--- config.mk ---
export PLATFORM = sky130hd
export DESIGN_NAME = psdu_fcs_check
export DESIGN_NICKNAME = d
export VERILOG_FILES = /design/src/rtl/psdu_fcs_check.sv
export SDC_FILE = /design/constraint.sdc
export NUM_CORES = 1
export LEC_CHECK = 0
export BUFFER_PORTS_ARGS = -buffer_cell sky130_fd_sc_hd__buf_2
export CELL_PAD_IN_SITES_DETAIL_PLACEMENT = 1
export CELL_PAD_IN_SITES_GLOBAL_PLACEMENT = 1
export CORE_UTILIZATION = 30
export DETAILED_ROUTE_END_ITERATION = 8
export PLACE_DENSITY_LB_ADDON = 0.1
export SLEW_MARGIN = 15
export SYNTH_ARGS = -nofsm -noshare
export SYNTH_HDL_FRONTEND = slang
export SYNTH_SLANG_ARGS = --single-unit
--- constraint.sdc ---
create_clock -name i_clock -period 3.7 [get_ports i_clock]
set_input_delay 0 -clock i_clock [delete_from_list [all_inputs] [get_ports i_clock]]
set_output_delay 0 -clock i_clock [all_outputs]
set_load 0.01 [all_outputs]
--- src/rtl/psdu_fcs_check.sv ---
// psdu_fcs_check: checks the CRC-32 FCS of a descrambled PSDU, one byte per
// clock. A start pulse arms a check for pkt_len bytes (FCS included). One
// cycle after the final byte, a one-cycle result strobe is raised together
// with fcs_ok.
//
// Optional feature macro: PSDU_PAYLOAD_FWD_EN
//   When defined, the module forwards payload bytes with the FCS stripped.
//   Each byte leaves on pay_out only once four newer bytes have arrived
//   behind it, so the trailing four FCS bytes are never forwarded.
//
// state | meaning
// ------+-----------------------------------------------------------
// IDLE  | waiting for start; byte strobes ignored
// RUN   | accepting bytes, CRC accumulating
// DONE  | result cycle: fcs_out_strobe high, return to IDLE next
module psdu_fcs_check (
   input  logic        i_clock,
   input  logic        i_reset,
   input  logic        i_enable,
   input  logic        i_start,
   input  logic [15:0] i_pkt_len,
   input  logic [7:0]  i_byte_in,
   input  logic        i_byte_in_strobe,
   output logic        o_busy,
   output logic [15:0] o_byte_count,
   output logic        o_fcs_out_strobe,
   output logic        o_fcs_ok
`ifdef PSDU_PAYLOAD_FWD_EN
   ,
   output logic [7:0]  o_pay_out,
   output logic        o_pay_out_strobe
`endif
);

   typedef enum logic [1:0] {
      ST_IDLE = 2'd0,
      ST_RUN  = 2'd1,
      ST_DONE = 2'd2
   } state_t;

   localparam logic [31:0] CRC_INIT    = 32'hFFFFFFFF;
   localparam logic [31:0] CRC_POLY    = 32'hEDB88320;
   // Register value left behind when a frame's own FCS is run through the CRC.
   localparam logic [31:0] CRC_RESIDUE = 32'hDEBB20E3;

   state_t       r_state;
   logic [15:0]  r_pkt_len;
   logic [15:0]  r_byte_count;
   logic [31:0]  r_crc;
   logic         r_fcs_strobe;
   logic         r_fcs_ok;

   logic [31:0]  w_crc_next;
   logic [15:0]  w_count_next;
   logic         w_accept;
   logic         w_last;

   // Reflected CRC-32 over one byte, processed LSB first.
   function automatic logic [31:0] crc_byte(input logic [31:0] c, input logic [7:0] d);
      logic [31:0] x;
      x = c ^ {24'h0, d};
      for (int i = 0; i < 8; i++) begin
         x = x[0] ? ((x >> 1) ^ CRC_POLY) : (x >> 1);
      end
      return x;
   endfunction

   // A byte is taken only in RUN; start in the same cycle wins and drops it.
   always_comb begin
      w_crc_next   = crc_byte(r_crc, i_byte_in);
      w_count_next = r_byte_count + 16'd1;
      w_accept     = (r_state == ST_RUN) && i_byte_in_strobe && !i_start;
      w_last       = (w_count_next == r_pkt_len);
   end

   // Main control FSM with registered result outputs.
   always_ff @(posedge i_clock) begin
      if (i_reset) begin
         r_state      <= ST_IDLE;
         r_pkt_len    <= 16'd0;
         r_byte_count <= 16'd0;
         r_crc        <= CRC_INIT;
         r_fcs_strobe <= 1'b0;
         r_fcs_ok     <= 1'b0;
      end else if (i_enable) begin
         r_fcs_strobe <= 1'b0;
         if (i_start) begin
            // Start arms a fresh check in any state, aborting a packet in flight.
            r_pkt_len    <= i_pkt_len;
            r_byte_count <= 16'd0;
            r_crc        <= CRC_INIT;
            r_fcs_ok     <= 1'b0;
            if (i_pkt_len == 16'd0) begin
               r_state      <= ST_DONE;
               r_fcs_strobe <= 1'b1;
            end else begin
               r_state <= ST_RUN;
            end
         end else begin
            case (r_state)
               ST_RUN: begin
                  if (w_accept) begin
                     r_crc        <= w_crc_next;
                     r_byte_count <= w_count_next;
                     if (w_last) begin
                        r_state      <= ST_DONE;
                        r_fcs_strobe <= 1'b1;
                        r_fcs_ok     <= (r_pkt_len >= 16'd4) && (w_crc_next == CRC_RESIDUE);
                     end
                  end
               end
               ST_DONE: r_state <= ST_IDLE;
               default: r_state <= ST_IDLE;
            endcase
         end
      end
   end

   assign o_busy           = (r_state == ST_RUN);
   assign o_byte_count     = r_byte_count;
   assign o_fcs_out_strobe = r_fcs_strobe;
   assign o_fcs_ok         = r_fcs_ok;

`ifdef PSDU_PAYLOAD_FWD_EN
   logic [7:0] r_dl [4];
   logic [2:0] r_dl_fill;
   logic [7:0] r_pay_out;
   logic       r_pay_strobe;

   // Four-byte delay line; the oldest byte is released once the line is full.
   always_ff @(posedge i_clock) begin
      if (i_reset) begin
         for (int i = 0; i < 4; i++) r_dl[i] <= 8'h00;
         r_dl_fill    <= 3'd0;
         r_pay_out    <= 8'h00;
         r_pay_strobe <= 1'b0;
      end else if (i_enable) begin
         r_pay_strobe <= 1'b0;
         if (i_start) begin
            for (int i = 0; i < 4; i++) r_dl[i] <= 8'h00;
            r_dl_fill <= 3'd0;
         end else if (w_accept) begin
            r_dl[0] <= i_byte_in;
            r_dl[1] <= r_dl[0];
            r_dl[2] <= r_dl[1];
            r_dl[3] <= r_dl[2];
            if (r_dl_fill == 3'd4) begin
               r_pay_out    <= r_dl[3];
               r_pay_strobe <= 1'b1;
            end else begin
               r_dl_fill <= r_dl_fill + 3'd1;
            end
         end
      end
   end

   assign o_pay_out        = r_pay_out;
   assign o_pay_out_strobe = r_pay_strobe;
`endif

endmodule

## Yosys cells after proc, flatten, opt, wreduce, memory -nomap -nowiden

Cells that the tools add are included.

| cells by class | value |
|---|---|
| $add $sub $neg | 1 |
| $mul | 0 |
| div/mod/pow operators | 0 |
| $lt $le $gt $ge | 1 |
| equal/unequal tests | 5 |
| shifts and indexed selects | 0 |
| muxes and demuxes | 28 |
| bitwise gates (word level) | 9 |
| reductions and logical operators | 12 |

Operators by type and width:

| operator | count |
|---|---|
| $mux W32 | 11 |
| $not A13 Y14 | 8 |
| $mux W16 | 3 |
| $eq A32 B32 Y1 const B | 1 |
| $xor A32 B8 Y32 | 1 |
| $add A16 B1 Y16 const B | 1 |
| $eq A16 B16 Y1 | 1 |
| $ge A16 B3 Y1 const B | 1 |
| $logic_not A16 Y1 | 1 |
| $mux W2 | 5 |
| $mux W1 | 9 |
| $ne A3 B2 Y1 const B | 2 |
| $reduce_and A3 Y1 | 2 |
| $reduce_bool A2 Y1 | 3 |
| $reduce_and A4 Y1 | 1 |
| $logic_and A1 B1 Y1 | 3 |
| $eq A2 B1 Y1 const B | 1 |
| $reduce_and A2 Y1 | 1 |
| $logic_not A1 Y1 | 1 |

| storage, ports and cells | value |
|---|---|
| register bits | 68 |
| bits in latches | 0 |
| RAM bits | 0 |
| ROM bits | 0 |
| bits of input ports | 29 |
| output and inout bits | 19 |
| word-level logic and storage cells | 62 |
| memories kept | 0 |

## Longest topological paths before layout

| logic depth | value |
|---|---|
| depth in word-level cells | 23 |
| mapped depth | 9 |
| mapped depth without buffers | 9 |

## Worst setup path before layout

Ideal clock, no wire load.

| timing | value |
|---|---|
| path kind | register to register |
| start point | register r_byte_count[0] (netlist: o_byte_count[0]) |
| end point | register r_state[1] |
| library setup time | 0.112 ns |
| arrival time | 2.290 ns |
| data required time | 3.588 ns |
| setup slack | 1.298 ns |
| cell stages (with the launch flop) | 9 |
| path buffers | 0 |
| cell sequence | dfxtp_1 > ha_1 > nand3_1 > nor4_2 > xnor2_1 > nor2_1 > nor4_1 > a21oi_1 > a2111oi_1 |

| on the way | value |
|---|---|
| longest elaborated chain between the ends | 4 |

RTL lines:

| item | line | source |
|---|---|---|
| start: declaration | 48 | `logic [15:0] r_byte_count;` |
| start signal: assignment | 104 | `r_byte_count <= w_count_next;` |
| $add A16 B1 Y16 | 71 | `w_count_next = r_byte_count + 16'd1;` |
| $eq A16 B16 Y1 | 73 | `w_last = (w_count_next == r_pkt_len);` |
| $ne A3 B2 Y1 (no source line) | n/a |  |
| $reduce_and A3 Y1 (no source line) | n/a |  |
| end signal: assignment | 79 | `r_state <= ST_IDLE;` |
| end signal: assignment | 94 | `r_state <= ST_DONE;` |
| end signal: assignment | 97 | `r_state <= ST_RUN;` |
| end: declaration | 46 | `state_t r_state;` |

Every way passes these cells.
A chain may end at the register's enable or synchronous reset.

## Final worst setup path

Ends and elaborated chain as after synthesis.

==> impl_results.md <==
- Status: finished clean
- Peak supply drop: ~0.00020 V
- Element type at the critical path end: flip-flop
- I/O pin count: 48
- Min Tclk post-route: ~2.9 ns
- Hold crit path type: in -> reg
- Combinational family with the most area after synthesis: XOR/XNOR gates
- Total gr overflow: 0
- Max-cap violations: 0
- Syn Nets: around 540
- Final wirelength: roughly 13,000 um
- Setup TNS: 0 ns
- Mapped Avg Cell Area: between 8 and 9 sq um
- Register-to-register setup slack: roughly 0.8 ns
- Xor and xnor area share after synthesis: 24.7%
- Max-slew headroom: a little under half
- Async SR Flop Fraction: 0%
- CTS buffer count: 9
- Vias in the first global route: approximately 4,000
- Synthesized area: approximately 4200 sq um
- Post-route worst setup slack: between 0.7 and 0.8 ns
- Synth Area in Adders: less than 1%
- Worst EP required: 3.91 ns
- CP startpoint kind: flip-flop
- Critical path's top delay family: simple AND/OR/NAND/NOR gates
- Yosys reg bits: between 60 and 70
- Post-Synth Simple-Gate Area: between 20% and 30%
- CP arrival: approximately 3.1 ns
- Complex-gate fraction of the synthesized area: roughly 15%
- GRT Total Usage: approximately 20%
- Pwr Total: about 2.1 mW
- First-pass GRT wire length: between 20,000 and 25,000 um
- Setup Viol. Count Final: 0
- Final Hold Viols: 0
- Largest stage delay on the critical path: between 0.4 and 0.5 ns
- Synth Flop Type: dfxtp_1
- WL/cell: between 15 and 20 um
- Fillers: roughly 1,700
- Worst-Margin Slew: 0.783 ns
- Cell Chain, Critical Path: ha_1 -> and3_1 -> nand4_1 -> xnor2_1 -> nor4_1 -> nand4_1 -> nor4_1 -> a21oi_1 -> a2111oi_1
- Die height: roughly 120 um
- H-tree depth: 3
- Synth Instances: roughly 510
- Register area share after synthesis: about a third
- Syn. warnings: 0
- Final period util: between 70% and 80%
- Fraction of layout cells with a size suffix above 1: 16.6%
- Yosys cell types: 47
- Initial antenna violation count: 0
- RSZ-0062 raised after global routing: false
- Buffer count from post-CTS setup fixing: 0
- Worst slack at placement: ~0.76 ns
- Core footprint: 13,500 sq um
- Seq. cell area: between 1000 and 1500 sq um
- Post-CTS Resized: 0
- Largest net degree at the start of global routing: 41
- Hold buffers post-CTS: 16
- Later-pin clock latency in the skew report: around 0.34 ns
- Number of synthesized flops with an enable pin: 0
- Multiplexer share of the synthesized area: less than 1%
- GP Congestion: roughly 0.85
- Initial DRC count: roughly 120
- Die X: 120 um
- Drt first pass iters: 4
- Multi-input logic area: between 2000 and 3000 sq um
- Ant. Diodes: 0
- Fin. max-slew vios: 0
- Lkg Pwr: around 1.9 nW
- Clk slew on worst S/H paths: approximately 0.06 ns
- Drt via density: 5.11
- Clock sink count: between 60 and 70
- IO Port Bufs: 47
- Post-DRT Antenna Nets: 0
- Area Growth Syn to Fin: 20.6%
- Routed vias: about 3,800
- CTS Buffer Depth: 2
- Worst Setup Path Type: reg -> reg
- Critical path buffers and inverters: 0
- CTS tree: yes
- Std cell rows: 42
- Initial Util: 31.2%
- # DRC: 0
- Max Clk Rate: ~340 MHz
- Finished Core Util: 37.6%
- Die area: 14,400 sq um
- Slowest stage cell, crit path: dfxtp_1
- PwrDens: 420 nW/um^2
- Placed wire-length estimate: ~9500 um
- Final Net Count: ~600
- Skew final: between 0.007 and 0.008 ns
- CTS Root Cell: clkbuf_16
- CP Max Fanout: 9
placed cells by master (no fill, tap or decap), drive strengths merged, types with 4 or more instances in the layout:
| cell | count |
|---|---|
| a22oi | 4 |
| inv | 5 |
| o22ai | 11 |
| nand2b | 6 |
| buf | 50 |
| clkbuf | 13 |
| a31oi | 4 |
| nand2 | 85 |
| o21ai | 18 |
| xnor2 | 68 |
| nor3 | 14 |
| o211ai | 16 |
| nor4 | 11 |
| and4 | 5 |
| or2 | 4 |
| a21oi | 41 |
| mux2i | 4 |
| nor2 | 46 |
| nand4 | 11 |
| dlygate4sd3 | 16 |
| nand3 | 10 |
| xor2 | 23 |
| and3 | 6 |
| dfxtp | 68 |
state kept, by name, indices dropped and copies added (netlist names):
register and cells:
o_fcs_out_strobe 1, o_byte_count 16, r_state 2, r_pkt_len 16
r_crc 32, o_fcs_ok 1
layer usage:
metal	wire length, um	global-route usage, %
met1	5580	22.5
met2	7030	36.4
met3	371	3.58
met4	246	6.56
met5	0	0
worst paths after layout:
check                                 startpoint         end  cells past startpoint
worst min register to register          o_fcs_ok    o_fcs_ok                      2
worst min-delay path            i_byte_in_strobe   r_crc[16]                      3
worst max register to register   o_byte_count[0]  r_state[1]                      9
worst max-delay path             o_byte_count[0]  r_state[1]                      9
report_power, final:
| group | internal [mW] | switching (mW) | total [mW] |
|---|---|---|---|
| sequential | 0.749 | 0.0204 | 0.769 |
| combinational | 0.186 | 0.247 | 0.433 |
| clock | 0.594 | 0.328 | 0.922 |
metrics by stage:
step | hold slack (ns) | cells | cell area, sq um
after CTS | 0.0426 | 741 | 5050
after detailed placement | 0.264 | 709 | 4570
after global placement | 0.258 | 709 | 4570
final | 0.0528 | 741 | 5060
after global routing | 0.0820 | 741 | 5060
after floorplan | 0.136 | 508 | 4190
worst min-delay path: cells and delay by family:
family	cells	cell delay, ns
buf+inv	1	0.14
compound gates	2	0.20
final cells by class:
class | count | share of cell area [%]
clock buffer | 13 | 5.54
clock inverter | 3 | 0.841
inverter | 5 | 0.421
multi-input combinational | 410 | 53.7
sequential | 68 | 26.9
tap | 176 | 4.36
timing repair buffer | 66 | 8.27
cells in the mapped netlist, drive strengths merged, types with 2 or more instances:
cell type	n	share of area (%)
o21ai	18	2.1
nor3	14	1.7
o31ai	2	0.36
buf	4	0.48
inv	5	0.51
a31oi	4	0.60
a211oi	2	0.36
a22oi	4	0.72
or2	4	0.60
nand3	10	1.2
nor3b	2	0.36
and3	6	0.93
nand2b	6	0.90
nand2	85	7.6
o22ai	11	1.6
xor2	23	5.0
mux2i	4	0.96
nor2	46	4.2
a21oi	41	4.9
and2	2	0.30
clkbuf	21	1.9
xnor2	68	20
o211ai	16	2.9
and4	5	1.0
nor4	11	1.8
nand4	11	1.6
ha	2	0.60
nor2b	2	0.30
dfxtp	68	32
a2111oi	2	0.60
kinds of logic (layout without fill, tap and decap cells):
group | count (synthesis) | count (layout)
AOI/OAI and AO/OA | 106 | 106
buffers and inverters | 30 | 87
adders and majority gates | 2 | 2
xor gates and xnor gates | 91 | 91
and+or+nand+nor | 207 | 207
muxes | 4 | 4
DFF | 68 | 68
Note: power is estimated with default switching activity, not from simulation.
